## src/rtl/layer_rr_arbiter.sv

```systemverilog
// layer_rr_arbiter: round-robin sharing of one valid/ready layer between R requesters; zero added data latency,
// one IDLE arbitration cycle per transaction, stalls pass straight through. LAYER_ARB_PERF_EN adds perf_cnt.
module layer_rr_arbiter #(
  parameter int R = 2,
  parameter int N = 4,
  parameter int M = 3,
  parameter int T = 8
) (
  input  logic                 clk,
  input  logic                 reset,
  input  logic [R-1:0]         s_valid,
  output logic [R-1:0]         s_ready,
  input  logic [R*T-1:0]       data_in,
  output logic [R-1:0]         m_valid,
  input  logic [R-1:0]         m_ready,
  output logic [T-1:0]         data_out,
  output logic                 l_s_valid,
  input  logic                 l_s_ready,
  output logic [T-1:0]         l_data_in,
  input  logic                 l_m_valid,
  output logic                 l_m_ready,
  input  logic [T-1:0]         l_data_out,
  output logic [$clog2(R)-1:0] grant,
  output logic                 busy
`ifdef LAYER_ARB_PERF_EN
  ,
  output logic [R*16-1:0]      perf_cnt
`endif
);
  localparam int GW = $clog2(R);
  localparam int CW = $clog2(((N > M) ? N : M) + 1);

  typedef enum logic [1:0] {IDLE, LOAD, DRAIN} state_t;

  state_t        state;
  state_t        state_nxt;
  logic [GW-1:0] last;
  logic [GW-1:0] last_nxt;
  logic [GW-1:0] grant_nxt;
  logic [CW-1:0] in_cnt;
  logic [CW-1:0] in_cnt_nxt;
  logic [CW-1:0] out_cnt;
  logic [CW-1:0] out_cnt_nxt;

  always_ff @(posedge clk or posedge reset) begin
    if (reset) begin
      state   <= IDLE;
      grant   <= '0;
      last    <= GW'(R - 1);
      in_cnt  <= '0;
      out_cnt <= '0;
    end else begin
      state   <= state_nxt;
      grant   <= grant_nxt;
      last    <= last_nxt;
      in_cnt  <= in_cnt_nxt;
      out_cnt <= out_cnt_nxt;
    end
  end

  always_comb begin
    state_nxt   = state;
    grant_nxt   = grant;
    last_nxt    = last;
    in_cnt_nxt  = in_cnt;
    out_cnt_nxt = out_cnt;
    s_ready     = '0;
    m_valid     = '0;
    l_s_valid   = 1'b0;
    l_m_ready   = 1'b0;
    l_data_in   = '0;
    data_out    = '0;

    case (state)
      IDLE: begin
        // Scan from farthest to nearest so the requester right after last wins.
        for (int i = R; i >= 1; i--) begin
          if (s_valid[GW'((int'(last) + i) % R)]) begin
            grant_nxt = GW'((int'(last) + i) % R);
            state_nxt = LOAD;
          end
        end
      end
      LOAD: begin
        l_s_valid      = s_valid[grant];
        s_ready[grant] = l_s_ready;
        l_data_in      = data_in[grant*T +: T];
        if (l_s_valid && l_s_ready) begin
          if (in_cnt == CW'(N - 1)) begin
            in_cnt_nxt = '0;
            state_nxt  = DRAIN;
          end else begin
            in_cnt_nxt = in_cnt + 1'b1;
          end
        end
      end
      DRAIN: begin
        m_valid[grant] = l_m_valid;
        l_m_ready      = m_ready[grant];
        data_out       = l_data_out;
        if (l_m_valid && l_m_ready) begin
          if (out_cnt == CW'(M - 1)) begin
            out_cnt_nxt = '0;
            last_nxt    = grant;
            state_nxt   = IDLE;
          end else begin
            out_cnt_nxt = out_cnt + 1'b1;
          end
        end
      end
      default: state_nxt = IDLE;
    endcase

    // Handshake outputs are forced low for the whole reset pulse, not just after the flops clear.
    if (reset) begin
      s_ready   = '0;
      m_valid   = '0;
      l_s_valid = 1'b0;
      l_m_ready = 1'b0;
      l_data_in = '0;
      data_out  = '0;
    end
  end

  assign busy = (state != IDLE);

`ifdef LAYER_ARB_PERF_EN
  always_ff @(posedge clk or posedge reset) begin
    if (reset) begin
      perf_cnt <= '0;
    end else if (l_m_valid && l_m_ready && out_cnt == CW'(M - 1)) begin
      for (int i = 0; i < R; i++) begin
        if (grant == GW'(i) && perf_cnt[i*16 +: 16] != 16'hFFFF) begin
          perf_cnt[i*16 +: 16] <= perf_cnt[i*16 +: 16] + 16'd1;
        end
      end
    end
  end
`endif

endmodule

```

## config.mk

```make
export PLATFORM = sky130hd
export DESIGN_NAME = layer_rr_arbiter
export DESIGN_NICKNAME = d
export VERILOG_FILES = /design/src/rtl/layer_rr_arbiter.sv
export SDC_FILE = /design/constraint.sdc
export NUM_CORES = 1
export LEC_CHECK = 0
export BUFFER_PORTS_ARGS = -buffer_cell sky130_fd_sc_hd__buf_2
export CORE_ASPECT_RATIO = 0.75
export CORE_UTILIZATION = 35
export DETAILED_ROUTE_END_ITERATION = 6
export GPL_TIMING_DRIVEN = 0
export PLACE_DENSITY = 0.73
export SYNTH_ARGS = -nofsm -noshare
export SYNTH_HDL_FRONTEND = slang
export SYNTH_SLANG_ARGS = --single-unit
```

## constraint.sdc

```tcl
create_clock -name clk -period 1.4 [get_ports clk]
set_input_delay 0.21 -clock clk [delete_from_list [all_inputs] [get_ports clk]]
set_output_delay 0.21 -clock clk [all_outputs]
set_load 0.01 [all_outputs]
```

# Word-level counts from Yosys, hierarchy flattened
# Cells that the tools add are included.
# word_totals
ff_bits,10
output_inout_bits,24
wordCells,69
# op_classes
add_sub_neg,4
magnitude_cmp,4
eq_ne,9
n_shift,1
n_mux,33
bitwise_logic,2
n_reduce_logical,11
# ops
op,count
$mux W8,4
$mux W2,10
$shiftx A16 B5 Y8,1
$mux W1,15
$ne A2 B2 Y1 const B,4
$add A3 B1 Y3 const B,2
$eq A3 B2 Y1 const B,2
$lt A1 B3 Y1 const B,2
$mux W3,2
$pmux W2 S3,1
$reduce_and A2 Y1,3
$reduce_and A5 Y1,1
$and A2 B2 Y2,2
$reduce_bool A2 Y1,2
$logic_and A1 B1 Y1,3
$ne A3 B3 Y1 const B,1
$reduce_and A3 Y1,1
$add A1 B1 Y1 const B,2
$eq A2 B1 Y1 const B,1
$eq A2 B2 Y1 const B,1
$logic_not A2 Y1,1
$lt A1 B2 Y1 const B,1
$demux W1 S1,1
$ge A1 B1 Y1 const B,1

# Longest topological paths before layout
# Gate-level depths: netlist of the first run.
# depth
depth_word,7
depth_mapped,4
mapped_depth_nobuf,4

# Worst setup path after synthesis of the first run
# No wires, ideal clock.
# synth_timing
kind,register to register
from,register grant
to,register in_cnt[0]
setup_time_ps,125
arrival_ps,1362
slack_ps,-87
stages_incl_launch_ff,5
path_cell_list,dfrtp_1 > buf_4 > mux2i_1 > or3_4 > mux2_4
# synth_via
elab_chain_cells,4
# synth_rtl
element,line,text
start: declaration,23,"output logic [$clog2(R)-1:0] grant,"
start signal: assignment,54,grant <= grant_nxt;
$mux W1 (not written as such) (2 in series),85,l_s_valid = s_valid[grant];
$logic_and A1 B1 Y1,88,if (l_s_valid && l_s_ready) begin
$reduce_and A2 Y1 (no source line),--,
end signal: assignment,56,in_cnt <= in_cnt_nxt;
end: declaration,40,logic [CW-1:0] in_cnt;
# Every way passes these cells. The select of a mux whose other input is x is not followed.
# A chain may end at the register's enable or synchronous reset.

# Worst setup path after layout of the first run
# layout_timing
from,register state[1]
to,output s_ready[0]
# layout_via
elab_chain_cells,3
# layout_rtl
element,line,text
start: declaration,35,state_t state;
start signal: assignment,53,state <= state_nxt;
$eq A2 B1 Y1,74,case (state)
$mux W2,74,
$mux W2,115,if (reset) begin
end: declaration,12,"output logic [R-1:0] s_ready,"
# Every way passes these cells.

==> summary.md, run 1 <==
| Metric | Value |
|---|---|
| Synth-to-Final Area Change | `88.08%` |
| Hold Vio Cnt, Final | `0` |
| #FFs+latches synth | `10` |
| Critical path's slowest cell | `dfrtp_1` |
| Largest net degree at the start of global routing | `11` |
| DIE AREA | `0.002351 mm²` |
| Yosys top cell area share | `29.80%` |
| Failing checks | `setup timing` |
| Io pins | `56` |
| Clock Path Buffers | `2` |
| PwrDens | `1226 mW/mm²` |
| Worst R2R Path Depth | `4` |
| Fraction of registers with async set/reset | `100.0%` |
| Final setup viols | `30` |
| Dpl hpwl | `1614 µm` |
| Vias per cell | `5.016` |
| Pleak | `0.0007889 µW` |
| Synthesized cell area | `755.7 µm²` |
| Fillers | `141` |
| Synth cell count leaders | `nor2_1, dfrtp_1, mux2i_1` |
| Worst-path cell chain | `nand2b_4 > nand2b_4 > buf_8 > nor3_2 > buf_2` |
| DRC viols | `0` |
| Main combinational cell family by area after synthesis | `simple AND/OR/NAND/NOR gates` |
| Placed cell area | `0.001070 mm²` |
| CTS H-tree depth | `1` |
| Chip width | `55.66 µm` |
| CTS tree | `yes` |
| Reg2reg setup slack | `-160 ps` |
| Most instantiated library cell after synthesis | `nor2_1` |
| Initial core utilization | `37.52%` |
| Req. time, crit path | `1190 ps` |
| Post-synthesis simple-gate area fraction | `29.80%` |
| DR iter-0 viols | `26` |
| Period minus WS final | `1628 ps` |
| Synthesized instance count | `86` |
| Worst slew pin tran | `305.1 ps` |
| Compound-Gate Fraction of Synth Area | `9.272%` |
| Clock sink count | `10` |
| CP Capture Type | `output port` |
| Mean post-synth cell area | `8.788 µm²` |
| Synth cell types | `33` |
| Max-cap viol count | `0` |
| Average wire per standard cell | `14.26 µm` |
| Final worst setup slack | `-228.3 ps` |
| Root Buffer Master | `clkbuf_4` |
| CORE AREA | `0.002014 mm²` |
| HP Class | `primary input to async pin` |
| Max-slew violations | `0` |
| CP arrival | `1420 ps` |
| First-pass GRT wire length | `3836 µm` |
| GRT Residual Overflow | `0` |
| Tot GR Track Use | `20.96%` |
| Clk slew on worst S/H paths | `60 ps` |
| # port buffers | `55` |
| Initial antenna violation count | `0` |
| Share of layout cells above drive strength 1 | `61.49%` |
| Worst skew pair latency | `270 ps` |
| Largest cells by area after synthesis | `dfrtp_1, mux2i_1, nor2_1` |
| RSZ-0062 raised after global routing | `true` |
| Final net count | `195` |
| Most used flip-flop cell after synthesis | `dfrtp_1` |
| Power, Total | `1743 µW` |
| Worst Path Max Fanout | `5` |
| Final WL | `2638 µm` |
| Status | `complete, but fails checks` |
| Routability cong. | `0.7899` |
| Warnings, synthesis | `0` |
| Yosys top cell by area | `dfrtp_1` |
| VDD IR max | `1.073 mV` |
| Vias | `928` |
| Post-Synth XOR/XNOR Area | `1.159%` |
| Vias in the first global route | `896` |
| Number of synthesized flops with an enable pin | `0` |
| Critical path's top delay family | `flip-flops` |
| Die extent in y | `42.24 µm` |
| Post-layout util | `70.56%` |
| Peak Freq | `0.6141 GHz` |
| Slew margin rel. | `79.60%` |
| Post-detailed-route count of antenna-violating nets | `0` |
| Crit path largest cell delay | `430 ps` |
| Crit Path Class | `register to output port` |
| Buf/Inv on CP | `2` |
| Register area share after synthesis | `33.28%` |
| ANT cells | `0` |
| CP startpoint kind | `register` |
| Multiplexer share of the synthesized area | `19.21%` |
| Adder-Cell Fraction of Synth Area | `1.656%` |
| RR Startpoint | `state[1]` |
| Drt pass-1 iters | `4` |
| Post-route cell area | `0.001421 mm²` |
| Syn nets | `119` |
| Row cnt | `14` |
| Clock buffer count from CTS | `3` |
| Skew final | `2.925 ps` |
| Tcrit/Tclk final | `116.3%` |
| Hold Slack | `86.26 ps` |
| Worst reg2reg endpoint | `in_cnt[0]` |
| Crit path top cell by count | `nand2b_4` |
placed cells by master, fill, tap and decap left out, drive strengths merged, types with 3 or more instances in the layout:
cell / n
and2: 8
buf: 70
clkbuf: 5
dfrtp: 9
inv: 6
mux2: 3
mux2i: 10
nor2: 15
nor2b: 4
nor3: 4
where the power goes:
part	total [µW]	switching (µW)	internal (µW)
clock network	214	103	110
registers	452	92.7	359
logic	1080	470	607
total	1740	666	1080
layout make-up:
class                           count  area [µm²]  share of cell area [%]
Multi-Input combinational cell     67       601.8                   42.34
Timing Repair Buffer               70       437.9                   30.81
Sequential cell                    10       252.7                   17.78
Buffer                              3       46.29                   3.257
Tap cell                           24       30.03                   2.113
Clock buffer                        4       26.28                   1.849
Inverter                            7       26.28                   1.849
per-layer routing:
metal / vias to the layer above / track usage (%) / wire length, µm
met1: 444 / 22.80 / 1087
met3: 2 / 8.951 / 190
met4: 0 / 3.000 / 21
met5: - / 0 / 0
li1: 443 / - / -
met2: 39 / 38.80 / 1338
registers in the layout (all words and copies together), names as in the netlist:
signal,count
out_cnt,3
grant,1
last,1
state,2
in_cnt,3
how the worst max path moves through the flow:
stage	from	to	cells after the start
2_1_floorplan	grant	in_cnt[0]	4
3_3_place_gp	state[0]	l_data_in[4]	5
3_5_place_dp	reset	s_ready[0]	6
5_1_grt	state[0]	m_valid[0]	4
6_report	state[1]	s_ready[0]	5
4_1_cts	state[0]	m_valid[1]	4
cell families (layout without fill, tap and decap cells):
kind of cell               count (synthesis)  count (layout)
muxes                                     13              13
and+or+nand+nor                           41              42
adders and majority gates                  1               1
DFF                                       10              10
xor gates and xnor gates                   1               1
buffers and inverters                     10              84
AOI/OAI and AO/OA                         10              10
what timing repair did:
item / in CTS / in global routing
cloned: 2 / 1
hold endpoints to repair: 5 / 0
buffers inserted: 8 / 3
resized for setup: 16 / 24
setup endpoints to repair: 25 / 30
hold buffers: 2 / 0
pin swaps: 5 / 11
stage by stage:
step	worst slack, ps	std cells	setup TNS [ps]
after floorplan	-66.18	86	-132.4
after global placement	-117.3	165	-1193
after detailed placement	-125.7	165	-1471
after CTS	-187.5	181	-3716
after global routing	-313.9	185	-6595
final	-228.3	185	-4807
Power figures use the tool's default switching activity.
==> run 2: changes to the inputs <==
- BUFFER_PORTS_ARGS: -buffer_cell sky130_fd_sc_hd__buf_2 -> -buffer_cell sky130_fd_sc_hd__clkbuf_2
==> run 2 against run 1 <==
  * The run still ends with setup timing left
  * Register-to-register slack barely moved
  * Non-clock buffer count fell by 4
  * Worst setup slack got worse by 39 ps
  * Flip-flop and latch count did not move
  * Combinational power rose by 7%
  * Total power rose by 7.7%
  * Worst hold slack got worse by 29 ps
  * Design area rose by 0.97%
  * Sequential share of layout area fell by 0.17 points
  * Sequential power rose by 0.9%
  * Die area did not move
  * Critical path type unchanged
  * Core utilization rose by 0.68 points
==> summary.md, run 2 (synthesis results as in run 1) <==
| Metric | Value |
|---|---|
| Period minus WS final | `1667 ps (+38.75 ps)` |
| CP Capture Type | `output port` |
| CORE AREA | `0.002014 mm² (unchanged)` |
| Worst R2R Path Depth | `4 (unchanged)` |
| Worst Path Max Fanout | `9 (+4)` |
| Io pins | `56 (unchanged)` |
| Reg2reg setup slack | `-150 ps (about the same)` |
| Commonest non-fill, non-tap cells in the layout | `clkbuf_2, buf_2, buf_6` |
| GRT Residual Overflow | `0 (unchanged)` |
| Routability cong. | `0.7782 (-1.5%)` |
| Most common cell after layout, fill and taps aside | `clkbuf_2` |
| Fillers | `138 (-2.1%)` |
| Average wire per standard cell | `15.47 µm (+8.5%)` |
| Initial core utilization | `37.52% (unchanged)` |
| CP arrival | `1460 ps (+40 ps)` |
| Drt pass-1 iters | `4 (unchanged)` |
| Tot GR Track Use | `21.49% (+0.53 points)` |
| Slew margin rel. | `72.95% (-6.6 points)` |
| DIE AREA | `0.002351 mm² (unchanged)` |
| ANT cells | `0 (unchanged)` |
| Max-slew violations | `0 (unchanged)` |
| DR iter-0 viols | `35 (+35%)` |
| Vias | `928 (unchanged)` |
| # port buffers | `55 (unchanged)` |
| CTS H-tree depth | `1 (unchanged)` |
| Skew final | `11.11 ps (+8.181 ps)` |
| Peak Freq | `0.5999 GHz (-2.3%)` |
| Final net count | `190 (-2.6%)` |
| Tcrit/Tclk final | `119.1% (+2.8 points)` |
| Clock Path Buffers | `2 (unchanged)` |
| Post-layout util | `71.24% (+0.68 points)` |
| Root Buffer Master | `clkbuf_4` |
| Largest registers | `in_cnt: 3 flops, out_cnt: 3 flops, state: 2 flops` |
| First-pass GRT wire length | `3857 µm (+0.55%)` |
| Initial antenna violation count | `0 (unchanged)` |
| RSZ-0062 raised after global routing | `true` |
| Crit Path Class | `register to output port` |
| PwrDens | `1309 mW/mm² (+6.7%)` |
| Vias in the first global route | `876 (-2.2%)` |
| Clock buffer count from CTS | `3 (unchanged)` |
| Req. time, crit path | `1190 ps (about the same)` |
| CTS tree | `yes` |
| Worst skew pair latency | `270 ps (about the same)` |
| Final worst setup slack | `-267.0 ps (-38.75 ps)` |
| DRC viols | `0 (unchanged)` |
| Clock sink count | `10 (unchanged)` |
| Power, Total | `1878 µW (+7.7%)` |
| Largest net degree at the start of global routing | `10 (-1)` |
| Final WL | `2785 µm (+5.6%)` |
| HP Class | `primary input to async pin` |
| Chip width | `55.66 µm (unchanged)` |
| Share of layout cells above drive strength 1 | `64.10% (+2.6 points)` |
| Post-detailed-route count of antenna-violating nets | `0 (unchanged)` |
| Hold Slack | `57.11 ps (-29.16 ps)` |
| Pleak | `0.0007567 µW (-4.1%)` |
| Max-cap viol count | `0 (unchanged)` |
| Worst slew pin tran | `404.5 ps (+99.33 ps)` |
| Die extent in y | `42.24 µm (unchanged)` |
| Placed cell area | `0.001070 mm² (unchanged)` |
| Synth-to-Final Area Change | `89.90%` |
| VDD IR max | `0.9461 mV (-12%)` |
| DP Worst Slack | `-156.5 ps (-30.80 ps)` |
| Row cnt | `14 (unchanged)` |
| Status | `complete, but fails checks` |
| Clk slew on worst S/H paths | `70 ps (about the same)` |
| Hold Vio Cnt, Final | `0 (unchanged)` |
| CP startpoint kind | `register` |
| Final setup viols | `28 (-6.7%)` |
| Failing checks | `setup timing` |
| Post-route cell area | `0.001435 mm² (+0.97%)` |
| Vias per cell | `5.156 (+2.8%)` |
| Dpl hpwl | `1568 µm (-2.9%)` |
==> run 2: changes by cell type in the layout (fill, tap and decap cells not counted), moves of 2 or more <==
cell and delta:
buf_2 -35, buf_4 -4, buf_6 +2, buf_8 +2
clkbuf_2 +33, mux2i_1 -2, mux2i_4 +3, nor2_1 -3
nor2_4 +2, nor3_2 +2, nor3_4 -2
==> run 2: layout make-up <==
class,instances,area [µm²],share of cell area [%]
Inverter,7,28.78,2.005
Timing Repair Buffer,66,427.9,29.82
Sequential cell,10,252.7,17.61
Multi-Input combinational cell,66,618.1,43.07
Tap cell,24,30.03,2.092
Buffer,3,41.29,2.877
Clock buffer,4,36.28,2.528
==> run 2: where the power goes <==
part           switching (µW)  internal [µW]
logic                     515            647
registers                96.7            359
clock network             102            158
==> run 2: worst paths after layout <==
path | endpoint | startpoint
setup / recovery | l_m_ready | state[1]
hold / removal | last | reset
setup reg to reg | in_cnt[0] | state[1]
hold reg to reg | in_cnt[2] | in_cnt[2]
max in group asynchronous | state[0] | reset
min in group clk | grant | s_valid[0]
==> run 2: timing repair <==
| action | CTS | global route |
|---|---|---|
| pin swaps | 3 | 11 |
| cloned | 2 | 0 |
| hold endpoints to repair | 9 | 0 |
| resized for setup | 13 | 61 |
| buffers inserted | 6 | 2 |
| hold buffers | 1 | 0 |
| endpoints found under the setup margin | 25 | 30 |
==> run 2: worst max-delay path, cell delays in order, from the launching register on <==
cell and delay [ps]:
dfrtp_1 440, buf_6 130, nor3b_4 210, buf_6 150, nor2b_1 120, buf_2 140
==> run 2: metal layers <==
| layer | share of wire, % | routed length [µm] | vias to the layer above | global-route usage, % |
|---|---|---|---|---|
| li1 | - | - | 432 | - |
| met1 | 38 | 1057 | 425 | 23.95 |
| met2 | 51 | 1420 | 63 | 38.55 |
| met3 | 7.3 | 203 | 8 | 6.481 |
| met4 | 3.7 | 103 | 0 | 8.500 |
| met5 | 0 | 0 | - | 0 |
==> run 2: per-stage QoR <==
step,setup TNS [ps],std cells
floorplan,-132.4,86
global placement,-1142,165
detailed placement,-1691,165
CTS,-4025,178
global route,-7113,180
finish,-5328,180
